File: src/rtl/psimd_mem_pkg.sv
// ---------------------------------------------------------------------------
// psimd_mem_pkg
// Shared definitions for the PSIMD data-memory access unit.
//  - Lane geometry: a 64-bit memory word holds 4 DLFloat16 lanes.
//  - Default widths and limits used by the access unit, its address
//    generator and the bus interface.
//  - mau_state_t: access unit control states.
// ---------------------------------------------------------------------------
package psimd_mem_pkg;

   localparam int PSIMD_LANES    = 4;
   localparam int DLF_W          = 16;
   localparam int WORD_BYTES     = 8;
   localparam int WORD_DATA_W    = PSIMD_LANES * DLF_W;
   localparam int MEM_ADDR_W     = 32;
   localparam int MAX_BEATS_DEF  = 8;
   localparam int ADDR_LIMIT_DEF = 255;

   // Request word count field and beat index field widths.
   localparam int BEATS_W    = 4;
   localparam int BEAT_IDX_W = 3;

   typedef enum logic [1:0] {
      IDLE   = 2'd0,
      ACCESS = 2'd1,
      DONE   = 2'd2,
      ERR    = 2'd3
   } mau_state_t;

endpackage

File: src/rtl/psimd_mem_access_unit_if.sv
// ---------------------------------------------------------------------------
// psimd_mem_access_unit_if
// Bundles everything the access unit exchanges with the outside world except
// clock and reset:
//  - request handshake from the execute stage (req_*)
//  - store data pull (st_data_in / st_data_pop)
//  - load return (ld_data_out / ld_data_valid / ld_beat_idx)
//  - completion pulses (done / error)
//  - 64-bit memory port (address, data_out_to_mem, mem_read, mem_write,
//    data_in_from_mem)
// Modports:
//  master : the access unit itself (initiator of memory accesses)
//  slave  : its environment (execute stage + data memory)
// ---------------------------------------------------------------------------
interface psimd_mem_access_unit_if
   import psimd_mem_pkg::*;
#(
   parameter int DATA_W = WORD_DATA_W,
   parameter int ADDR_W = MEM_ADDR_W
);

   // request side
   logic                  req_valid;
   logic                  req_ready;
   logic                  req_is_store;
   logic [ADDR_W-1:0]     req_addr;
   logic [BEATS_W-1:0]    req_beats;
   logic [DATA_W-1:0]     st_data_in;
   logic                  st_data_pop;
   logic [DATA_W-1:0]     ld_data_out;
   logic                  ld_data_valid;
   logic [BEAT_IDX_W-1:0] ld_beat_idx;
   logic                  done;
   logic                  error;

   // memory side
   logic [ADDR_W-1:0]     address;
   logic [DATA_W-1:0]     data_out_to_mem;
   logic                  mem_read;
   logic                  mem_write;
   logic [DATA_W-1:0]     data_in_from_mem;

   modport master (
      input  req_valid, req_is_store, req_addr, req_beats, st_data_in,
      output req_ready, st_data_pop, ld_data_out, ld_data_valid, ld_beat_idx,
      output done, error,
      output address, data_out_to_mem, mem_read, mem_write,
      input  data_in_from_mem
   );

   modport slave (
      output req_valid, req_is_store, req_addr, req_beats, st_data_in,
      input  req_ready, st_data_pop, ld_data_out, ld_data_valid, ld_beat_idx,
      input  done, error,
      input  address, data_out_to_mem, mem_read, mem_write,
      output data_in_from_mem
   );

endinterface

File: src/rtl/psimd_addr_gen.sv
// ---------------------------------------------------------------------------
// psimd_addr_gen
// Address generation for the access unit: holds the base address and beat
// counter of the active request and checks a new request for legality.
// Ports:
//  clk, rst   clock, synchronous active-high reset
//  start      load a new (legal) request: addr=req_addr, beat=0
//  step       advance to the next word (addr += 8, beat += 1)
//  clear      return addr/beat to 0 (end of request)
//  req_addr   start address of the offered request
//  req_beats  word count of the offered request
//  legal      offered request is legal (combinational)
//  addr       registered address of the current beat (0 when inactive)
//  beat       registered index of the current beat
//  last       current beat is the final one of the request
// ---------------------------------------------------------------------------
module psimd_addr_gen
   import psimd_mem_pkg::*;
#(
   parameter int ADDR_W     = MEM_ADDR_W,
   parameter int MAX_BEATS  = MAX_BEATS_DEF,
   parameter int ADDR_LIMIT = ADDR_LIMIT_DEF
)(
   input  logic                  clk,
   input  logic                  rst,
   input  logic                  start,
   input  logic                  step,
   input  logic                  clear,
   input  logic [ADDR_W-1:0]     req_addr,
   input  logic [BEATS_W-1:0]    req_beats,
   output logic                  legal,
   output logic [ADDR_W-1:0]     addr,
   output logic [BEAT_IDX_W-1:0] beat,
   output logic                  last
);

   // Four extra bits so base + 8*(beats-1) can never wrap around.
   localparam int EXT_W = ADDR_W + 4;

   logic [EXT_W-1:0]      span;
   logic [EXT_W-1:0]      end_addr;
   logic [ADDR_W-1:0]     addr_reg;
   logic [BEAT_IDX_W-1:0] beat_reg;
   logic [BEATS_W-1:0]    beats_reg;

   // Byte offset of the last word; meaningless for beats==0, but that case is
   // rejected on its own below.
   always_comb begin
      span     = EXT_W'({req_beats - 4'd1, 3'b000});
      end_addr = {4'b0000, req_addr} + span;
      legal    = (req_addr[2:0] == 3'b000)
              && (req_beats != '0)
              && (req_beats <= BEATS_W'(MAX_BEATS))
              && (end_addr <= EXT_W'(ADDR_LIMIT));
   end

   always_ff @(posedge clk) begin
      if (rst) begin
         addr_reg  <= '0;
         beat_reg  <= '0;
         beats_reg <= '0;
      end else if (clear) begin
         addr_reg  <= '0;
         beat_reg  <= '0;
      end else if (start) begin
         addr_reg  <= req_addr;
         beat_reg  <= '0;
         beats_reg <= req_beats;
      end else if (step) begin
         addr_reg  <= addr_reg + ADDR_W'(WORD_BYTES);
         beat_reg  <= beat_reg + 1'b1;
      end
   end

   assign addr = addr_reg;
   assign beat = beat_reg;
   assign last = ({1'b0, beat_reg} == (beats_reg - 4'd1));

endmodule

File: src/rtl/psimd_mem_access_unit.sv
// ---------------------------------------------------------------------------
// psimd_mem_access_unit
// Initiator side of the PSIMD data-memory interface. A vector load/store
// request of 1..MAX_BEATS consecutive 64-bit words is turned into one
// mem_read or mem_write strobe per cycle at base, base+8, ...
// Ports:
//  clk   clock, rising edge
//  rst   synchronous active-high reset (aborts any request in flight)
//  bus   psimd_mem_access_unit_if.master: request handshake, store data
//        pull, load return, done/error pulses and the memory port
// Timing (accept edge T, N beats):
//  beat k strobed in cycle T+1+k; load word k valid in cycle T+2+k;
//  done in cycle T+1+N together with the final load word; idle at T+2+N.
//  Illegal requests: error in cycle T+1, no strobes, idle at T+2.
// ---------------------------------------------------------------------------
module psimd_mem_access_unit
   import psimd_mem_pkg::*;
#(
   parameter int DATA_W     = WORD_DATA_W,
   parameter int ADDR_W     = MEM_ADDR_W,
   parameter int MAX_BEATS  = MAX_BEATS_DEF,
   parameter int ADDR_LIMIT = ADDR_LIMIT_DEF
)(
   input  logic                      clk,
   input  logic                      rst,
   psimd_mem_access_unit_if.master   bus
);

   mau_state_t state_reg, state_next;

   logic mem_read_reg,  mem_read_next;
   logic mem_write_reg, mem_write_next;
   logic done_reg,      done_next;
   logic error_reg,     error_next;

   logic [DATA_W-1:0]     ld_data_reg;
   logic                  ld_valid_reg;
   logic [BEAT_IDX_W-1:0] ld_idx_reg;

   logic                  ag_start;
   logic                  ag_step;
   logic                  ag_clear;
   logic                  ag_legal;
   logic [ADDR_W-1:0]     ag_addr;
   logic [BEAT_IDX_W-1:0] ag_beat;
   logic                  ag_last;

   psimd_addr_gen #(
      .ADDR_W     (ADDR_W),
      .MAX_BEATS  (MAX_BEATS),
      .ADDR_LIMIT (ADDR_LIMIT)
   ) u_addr_gen (
      .clk       (clk),
      .rst       (rst),
      .start     (ag_start),
      .step      (ag_step),
      .clear     (ag_clear),
      .req_addr  (bus.req_addr),
      .req_beats (bus.req_beats),
      .legal     (ag_legal),
      .addr      (ag_addr),
      .beat      (ag_beat),
      .last      (ag_last)
   );

   // Next-state and next-strobe logic. Strobes are computed one cycle ahead
   // so that mem_read/mem_write leave the block straight from flops.
   always_comb begin
      state_next     = state_reg;
      mem_read_next  = mem_read_reg;
      mem_write_next = mem_write_reg;
      done_next      = 1'b0;
      error_next     = 1'b0;
      ag_start       = 1'b0;
      ag_step        = 1'b0;
      ag_clear       = 1'b0;

      case (state_reg)
         IDLE: begin
            // req_ready is high exactly in IDLE, so req_valid alone is the
            // handshake here.
            if (bus.req_valid) begin
               if (ag_legal) begin
                  state_next     = ACCESS;
                  ag_start       = 1'b1;
                  mem_read_next  = !bus.req_is_store;
                  mem_write_next = bus.req_is_store;
               end else begin
                  state_next = ERR;
                  error_next = 1'b1;
               end
            end
         end
         ACCESS: begin
            if (ag_last) begin
               state_next     = DONE;
               ag_clear       = 1'b1;
               mem_read_next  = 1'b0;
               mem_write_next = 1'b0;
               done_next      = 1'b1;
            end else begin
               ag_step = 1'b1;
            end
         end
         DONE:    state_next = IDLE;
         ERR:     state_next = IDLE;
         default: state_next = IDLE;
      endcase
   end

   always_ff @(posedge clk) begin
      if (rst) begin
         state_reg     <= IDLE;
         mem_read_reg  <= 1'b0;
         mem_write_reg <= 1'b0;
         done_reg      <= 1'b0;
         error_reg     <= 1'b0;
         ld_data_reg   <= '0;
         ld_valid_reg  <= 1'b0;
         ld_idx_reg    <= '0;
      end else begin
         state_reg     <= state_next;
         mem_read_reg  <= mem_read_next;
         mem_write_reg <= mem_write_next;
         done_reg      <= done_next;
         error_reg     <= error_next;
         // Memory read data is combinational from address/mem_read, so it is
         // captured at the end of the strobe cycle; ld_data_out holds between
         // beats.
         ld_valid_reg  <= mem_read_reg;
         if (mem_read_reg) begin
            ld_data_reg <= bus.data_in_from_mem;
            ld_idx_reg  <= ag_beat;
         end
      end
   end

   // Store data passes straight through while mem_write is high and is
   // forced to zero otherwise, lane by lane.
   wire [DATA_W-1:0] st_gated;

   genvar gi;
   generate
      for (gi = 0; gi < PSIMD_LANES; gi = gi + 1) begin : g_lane
         assign st_gated[gi*DLF_W +: DLF_W] =
            mem_write_reg ? bus.st_data_in[gi*DLF_W +: DLF_W] : {DLF_W{1'b0}};
      end
   endgenerate

   assign bus.req_ready       = (state_reg == IDLE);
   assign bus.st_data_pop     = mem_write_reg;
   assign bus.ld_data_out     = ld_data_reg;
   assign bus.ld_data_valid   = ld_valid_reg;
   assign bus.ld_beat_idx     = ld_idx_reg;
   assign bus.done            = done_reg;
   assign bus.error           = error_reg;
   assign bus.address         = ag_addr;
   assign bus.data_out_to_mem = st_gated;
   assign bus.mem_read        = mem_read_reg;
   assign bus.mem_write       = mem_write_reg;

endmodule

File: src/flat_wrapper.sv
// flat-port wrapper written by rule: the top's interface ports become plain ports
module psimd_mem_access_unit_flat import psimd_mem_pkg::*;
#(
   parameter int DATA_W     = WORD_DATA_W,
   parameter int ADDR_W     = MEM_ADDR_W,
   parameter int MAX_BEATS  = MAX_BEATS_DEF,
   parameter int ADDR_LIMIT = ADDR_LIMIT_DEF
)
  (clk, rst, bus_req_valid, bus_req_is_store, bus_req_addr, bus_req_beats, bus_st_data_in, bus_req_ready, bus_st_data_pop, bus_ld_data_out, bus_ld_data_valid, bus_ld_beat_idx, bus_done, bus_error, bus_address, bus_data_out_to_mem, bus_mem_read, bus_mem_write, bus_data_in_from_mem);
  psimd_mem_access_unit_if #(.DATA_W(DATA_W), .ADDR_W(ADDR_W)) bus_i ();
  input  logic clk;
  input  logic rst;
  input wire logic [$bits(bus_i.req_valid)-1:0] bus_req_valid;
  input wire logic [$bits(bus_i.req_is_store)-1:0] bus_req_is_store;
  input wire logic [$bits(bus_i.req_addr)-1:0] bus_req_addr;
  input wire logic [$bits(bus_i.req_beats)-1:0] bus_req_beats;
  input wire logic [$bits(bus_i.st_data_in)-1:0] bus_st_data_in;
  output wire logic [$bits(bus_i.req_ready)-1:0] bus_req_ready;
  output wire logic [$bits(bus_i.st_data_pop)-1:0] bus_st_data_pop;
  output wire logic [$bits(bus_i.ld_data_out)-1:0] bus_ld_data_out;
  output wire logic [$bits(bus_i.ld_data_valid)-1:0] bus_ld_data_valid;
  output wire logic [$bits(bus_i.ld_beat_idx)-1:0] bus_ld_beat_idx;
  output wire logic [$bits(bus_i.done)-1:0] bus_done;
  output wire logic [$bits(bus_i.error)-1:0] bus_error;
  output wire logic [$bits(bus_i.address)-1:0] bus_address;
  output wire logic [$bits(bus_i.data_out_to_mem)-1:0] bus_data_out_to_mem;
  output wire logic [$bits(bus_i.mem_read)-1:0] bus_mem_read;
  output wire logic [$bits(bus_i.mem_write)-1:0] bus_mem_write;
  input wire logic [$bits(bus_i.data_in_from_mem)-1:0] bus_data_in_from_mem;
  assign bus_i.req_valid = bus_req_valid;
  assign bus_i.req_is_store = bus_req_is_store;
  assign bus_i.req_addr = bus_req_addr;
  assign bus_i.req_beats = bus_req_beats;
  assign bus_i.st_data_in = bus_st_data_in;
  assign bus_req_ready = bus_i.req_ready;
  assign bus_st_data_pop = bus_i.st_data_pop;
  assign bus_ld_data_out = bus_i.ld_data_out;
  assign bus_ld_data_valid = bus_i.ld_data_valid;
  assign bus_ld_beat_idx = bus_i.ld_beat_idx;
  assign bus_done = bus_i.done;
  assign bus_error = bus_i.error;
  assign bus_address = bus_i.address;
  assign bus_data_out_to_mem = bus_i.data_out_to_mem;
  assign bus_mem_read = bus_i.mem_read;
  assign bus_mem_write = bus_i.mem_write;
  assign bus_i.data_in_from_mem = bus_data_in_from_mem;
  psimd_mem_access_unit #(.DATA_W(DATA_W), .ADDR_W(ADDR_W), .MAX_BEATS(MAX_BEATS), .ADDR_LIMIT(ADDR_LIMIT)) u_core (.clk(clk), .rst(rst), .bus(bus_i));
endmodule
File: config.mk
export PLATFORM = sky130hd
export DESIGN_NAME = psimd_mem_access_unit_flat
export DESIGN_NICKNAME = d
export VERILOG_FILES = /design/src/rtl/psimd_mem_pkg.sv /design/src/rtl/psimd_mem_access_unit_if.sv /design/src/rtl/psimd_addr_gen.sv /design/src/rtl/psimd_mem_access_unit.sv /design/src/flat_wrapper.sv
export SDC_FILE = /design/constraint.sdc
export NUM_CORES = 1
export LEC_CHECK = 0
export BUFFER_PORTS_ARGS = -buffer_cell sky130_fd_sc_hd__buf_2
export CAP_MARGIN = 20
export CORE_AREA = 2 2 132 134
export DETAILED_ROUTE_END_ITERATION = 7
export DIE_AREA = 0 0 134 136
export PLACE_DENSITY_LB_ADDON = 0.15
export SLEW_MARGIN = 10
export SYNTH_ARGS = -nofsm -noshare
export SYNTH_HDL_FRONTEND = slang
export SYNTH_SLANG_ARGS = --single-unit
File: constraint.sdc
create_clock -name clk -period 4.16 [get_ports clk]
set_clock_uncertainty 0.15 [all_clocks]
set_input_delay 0.624 -clock clk [delete_from_list [all_inputs] [get_ports clk]]
set_output_delay 0.624 -clock clk [all_outputs]
set_load 0.02 [all_outputs]
# Yosys cells after proc, flatten, opt, wreduce, memory -nomap -nowiden
# Cells that the tools add are included.
[word_totals] regBits=113 inputBits=168 output_inout_bits=170 wordCells=69
[op_classes] add_sub_neg=5 order_cmp=2 eq_ne=7 muxes=25 bitwise=3 n_reduce_logical=16
[ops] operator="$mux W16" count=4
[ops] operator="$mux W32" count=2
[ops] operator="$add A32 B7 Y33" count=1
[ops] operator="$le A33 B8 Y1 const B" count=1
[ops] operator="$add A32 B4 Y32 const B" count=1
[ops] operator="$mux W1" count=13
[ops] operator="$sub A4 B1 Y4 const B" count=2
[ops] operator="$mux W2" count=3
[ops] operator="$pmux W2 S3" count=1
[ops] operator="$reduce_or A3 Y1" count=2
[ops] operator="$eq A2 B2 Y1 const B" count=2
[ops] operator="$eq A3 B4 Y1" count=1
[ops] operator="$le A4 B4 Y1 const B" count=1
[ops] operator="$ne A2 B1 Y1 const B" count=2
[ops] operator="$pmux W1 S2" count=2
[ops] operator="$reduce_and A2 Y1" count=2
[ops] operator="$reduce_and A4 Y1" count=1
[ops] operator="$reduce_bool A2 Y1" count=2
[ops] operator="$reduce_bool A4 Y1" count=1
[ops] operator="$reduce_or A2 Y1" count=2
[ops] operator="$add A3 B1 Y3 const B" count=1
[ops] operator="$logic_and A1 B1 Y1" count=3
[ops] operator="$logic_not A3 Y1" count=1
[ops] operator="$not A1 Y1" count=3
[ops] operator="4 further kinds" count=4

# Logic depth before layout (Yosys ltp)
[logic_depth] ltp_word=8 mapped_depth=14 depth_no_buf=12

# Hierarchy
# Synthesis repeated with hierarchy kept, for this count alone.
[unflattened] hier_cells=665 area_unflattened_um2=5821.8
[by_module_without_submodules] mod="psimd_mem_access_unit" instances=1 cells_per_inst=317 area_per_inst_um2=3076.7 seq_area_each_um2=1481.4
[by_module_without_submodules] mod="psimd_addr_gen" instances=1 cells_per_inst=348 area_per_inst_um2=2745.1 seq_area_each_um2=780.7

# Worst setup path after synthesis
# OpenSTA, ideal clock, no wires.
[synth_timing] path_kind="input-to-reg" start="input bus_req_beats[0]" end="register u_core.u_addr_gen.addr_reg[17] (netlist: u_core.u_addr_gen.addr[17])" setup_time_ns=0.139 arrival_time_ns=3.595 required_time_ns=3.871 slack_ns=0.276 cell_stages=14 path_buffers=2 path_cell_list="inv_1 -> ha_1 -> xor2_1 -> ha_1 -> o211ai_1 -> o21a_2 -> nor4b_2 -> mux2_1 -> or4_4 -> or4_4 -> buf_6 -> nand2_2 -> buf_6 -> a31oi_1"
[synth_between] elab_chain_cells=8 word_cells_on_any_way=13 cone_classes="2 x add/sub; 2 x order compare; 4 x mux; 5 x reduce/logical"
[synth_rtl] item="start, declared" line_no="flat_wrapper.sv:16" source="input wire logic [$bits(bus_i.req_beats)-1:0] bus_req_beats;"
[synth_rtl] item="$sub A4 B1 Y4 / $reduce_bool A4 Y1 (equally long branches)" line_no="psimd_addr_gen.sv:49, psimd_addr_gen.sv:52"
[synth_rtl] item="$add A32 B7 Y33 / $logic_and A1 B1 Y1 (equally long branches)" line_no="psimd_addr_gen.sv:50, psimd_addr_gen.sv:52"
[synth_rtl] item="$le A33 B8 Y1 / $logic_and A1 B1 Y1 (equally long branches)" line_no="psimd_addr_gen.sv:54, psimd_addr_gen.sv:53"
[synth_rtl] item="$logic_and A1 B1 Y1 *" line_no="psimd_addr_gen.sv:54" source="&& (end_addr <= EXT_W'(ADDR_LIMIT));"
[synth_rtl] item="$mux W1 *" line_no="psimd_mem_access_unit.sv:83" source="if (ag_legal) begin"
[synth_rtl] item="$mux W1 *" line_no="psimd_mem_access_unit.sv:82" source="if (bus.req_valid) begin"
[synth_rtl] item="$mux W1 *" line_no="psimd_mem_access_unit.sv:78" source="case (state_reg)"
[synth_rtl] item="$mux W32 / $reduce_bool A2 Y1 (equally long branches)"
[synth_rtl] item="end signal, assigned" line_no="psimd_addr_gen.sv:66" source="addr_reg <= req_addr;"
[synth_rtl] item="end signal, assigned" line_no="psimd_addr_gen.sv:70" source="addr_reg <= addr_reg + ADDR_W'(WORD_BYTES);"
[synth_rtl] item="end, declared" line_no="psimd_addr_gen.sv:42" source="logic [ADDR_W-1:0] addr_reg;"
# Mark *: on every way between the ends. The rest lies on a longest branch, timed or not.
# A chain may end at the register's enable or synchronous reset.

# Final worst setup path
[layout_timing] start="input bus_req_beats[0]" end="register u_core.u_addr_gen.addr_reg[22] (netlist: u_core.u_addr_gen.addr[22])"
# Same word-level chain as after synthesis.

==> metrics <==
setup_tns=0 ns; Leak=~4 nW; Sequential Area=roughly 0.0023 sq mm; Root Buffer=clkbuf_16; Post-Synth Adder-Cell Area=0.0251; max cap viols=0; Synth Area in Compound Gates=0.114; DR iter-0 viols=277; relative slew slack=0.392; Hold Buf Count CTS=0; vias per cell=around 4.8; Tcrit/Tclk final=0.895; via count=5997; VDD IR max=261 uV; r2r worst-path depth=9; Hold Path End=u_core.bus.mem_read$_SDFFE_PP0P_; count of port buffers added during placement=roughly 340; die area=about 0.018 sq mm; Yosys warning count=0; worst slew pin tran=0.909 ns; antenna-violating nets left=0; area of the multi-input gates=0.00326 sq mm; Top-Level Pins=338; placed insts=1222; max FFs per register=64; Syn Area/Cell=around 8.4 sq um; FF-to-FF End=u_core.u_addr_gen.addr[31]$_SDFFE_PP0P_; worst r2r src=u_core.u_addr_gen.addr[3]$_SDFFE_PP0P_; #FFs+latches synth=between 100 and 150; GP Congestion=0.852; Final Setup Violations=0; FF-to-FF setup slack=1.11 ns; FILL cells=approximately 1.7k; P&R area growth vs syn=42.0%; WL/cell=15.3 um; simple-gate area share of the yosys netlist=0.277; die width=roughly 130 um; Peak Freq=approximately 0.27 GHz; total power divided by cell area=328 mW/mm^2; CP Class=in -> reg; CTS tree=yes; Routed WL=approximately 19000 um; register area share after synthesis=0.392; layout cells sized above 1=0.379; EDFF count, synth=0; kind of end point of the critical path=flop; H-tree depth=4; DIE HEIGHT=~140 um; Hold Path Stages=2; first-pass GRT wire length=roughly 29000 um; Layout Cells excl Fill=1254; element type at the critical path start=input port; RSZ-0062 raised after global routing=false; Synth Flop Type=dfxtp_1; Worst Setup Slack post-DPL=just over 0.04 ns; gate count after technology mapping=roughly 690; xor/xnor share of the synthesized area=0.0273; CTS resizes=0; Critical Path AT=3.84 ns; post-synth top area share=0.392; top post-synthesis cells by area=dfxtp_1, mux2i_1, and2_1; final worst slack=0.437 ns; Total GRT Usage=0.198; status=completed; clock latency on the worst-skew pair=0.40 ns; Net Count, Synth=870; CP max FO=22; Post-synth ARST share=0; Cell Area, Synth=about 0.0058 sq mm; worst path required time=between 4 and 5 ns; Num CTS Buffers=17; gr ovfl total=0; most area-hungry cell type in the Yosys netlist=dfxtp_1; 1st-pass router iterations=5; largest net degree at the start of global routing=71; largest family of logic cells by synthesized area=simple AND/OR/NAND/NOR gates; nets=approximately 1.2k; initial antenna violation count=4; Worst-path clk slew=roughly 0.050 ns; clock sinks=around 110; vias in the first global route=around 5.4k; Tmin final=about 3.7 ns; Final Hold Viols=0; post-synthesis mux area share=0.122; hold wc startpoint=bus_req_is_store; Placeable Area=around 0.017 sq mm; drt drc=0; row cnt=between 40 and 50; Post-DP HPWL=14600 um; initial core utilization=0.342; worst hold path type=in -> reg; clock buffer depth=2; post-CTS setup buffer count=0; Slew Limit Fails=0; Yosys cell types=57
per-layer routing:
layer	up-vias	global-route usage	part of all wire
met5	-	0	0.0019
met2	209	0.291	0.44
met4	6	0.0284	0.0019
li1	3051	-	-
met1	2721	0.279	0.47
met3	10	0.0790	0.091
worst max-delay path, stage by stage:
cell and delay (ns):
buf_2 0.10, inv_1 0.06, ha_1 0.33, fa_1 0.40, nand3b_1 0.20, a21oi_2 0.36
xnor2_1 0.17, a41oi_1 0.14, or4_4 0.56, or4_4 0.48, nand2_2 0.12, buf_12 0.20
a31oi_1 0.10
cell usage after synthesis (all sizes together) (2+ instances only):
cell and count:
dfxtp 113, nor2 105, and2 69, mux2i 68, nand2 56, o21ai 33, clkbuf 29, a31oi 21
a21oi 19, nor3 18, inv 15, nand3 15, nand4 14, and3 13, xor2 12, buf 11
ha 10, a211oi 7, nor4 6, xnor2 6, a311oi 4, or4 4, a21o 3, nand2b 3
nor2b 3, nor4b 3, o21a 3, or3 3, a2bb2oi 2, a31o 2, mux2 2, nand3b 2
o221a 2, o31ai 2, or2 2
logic make-up (layout without fill, tap and decap cells):
group / count (synthesis) / after routing
flops: 113 / 113
other cells: 0 / 1
fa+ha+maj: 11 / 11
compound gates: 104 / 104
buf+inv: 55 / 392
xor+xnor: 18 / 18
simple gates: 320 / 320
mux: 70 / 70
worst max path at each step:
stage / from / endpoint / slack [ns] / cells after the start
floorplan: bus_req_beats[0] / u_core.u_addr_gen.addr[17]$_SDFFE_PP0P_ / 0.28 / 14
global placement: bus_req_beats[0] / u_core.u_addr_gen.addr[4]$_SDFFE_PP0P_ / 0.09 / 13
detailed placement: bus_req_beats[0] / u_core.u_addr_gen.addr[4]$_SDFFE_PP0P_ / 0.04 / 14
CTS: bus_req_beats[0] / u_core.u_addr_gen.addr[4]$_SDFFE_PP0P_ / 0.46 / 13
global route: bus_req_beats[0] / u_core.u_addr_gen.addr[4]$_SDFFE_PP0P_ / 0.28 / 13
finish: bus_req_beats[0] / u_core.u_addr_gen.addr[22]$_SDFFE_PP0P_ / 0.44 / 13
power breakdown:
part           internal (mW)  leakage [nW]  switching, mW
Sequential              1.09         0.912        0.00753
Clock                  0.866         0.271          0.495
Combinational          0.104          2.71          0.130
final cells by class:
type / instances / share of cell area
inverters: 15 / 0.00687
repair buffers: 346 / 0.216
clock inverters: 9 / 0.0101
diodes: 1 / 0.000305
clock buffers: 22 / 0.0580
well taps: 225 / 0.0344
flip-flops and latches: 113 / 0.276
multi-input cells: 523 / 0.398
per-stage QoR:
step                      total power [mW]  cell area (sq um)  utilization  hold slack, ns
after floorplan                       1.23               5770            -           0.296
after global placement                1.35               7630        0.452           0.296
after detailed placement              1.35               7630        0.452           0.306
after CTS                             2.72               8190        0.485           0.254
after global routing                  2.80               8200        0.486           0.259
final                                 2.69               8200        0.486           0.272
layout by cell type (no fill, tap or decap), drive strengths merged, types with 4 or more instances in the layout:
master,n
and3,13
a31oi,21
buf,346
dfxtp,113
xnor2,6
and2,69
clkinv,6
nand2,56
nand4,14
clkbuf,22
a21oi,19
a211oi,7
ha,10
inv,15
o21ai,33
a311oi,4
mux2i,68
or4,4
nor2,105
nand3,15
xor2,12
nor4,6
nor3,18
(Power assumes the default switching activity.)
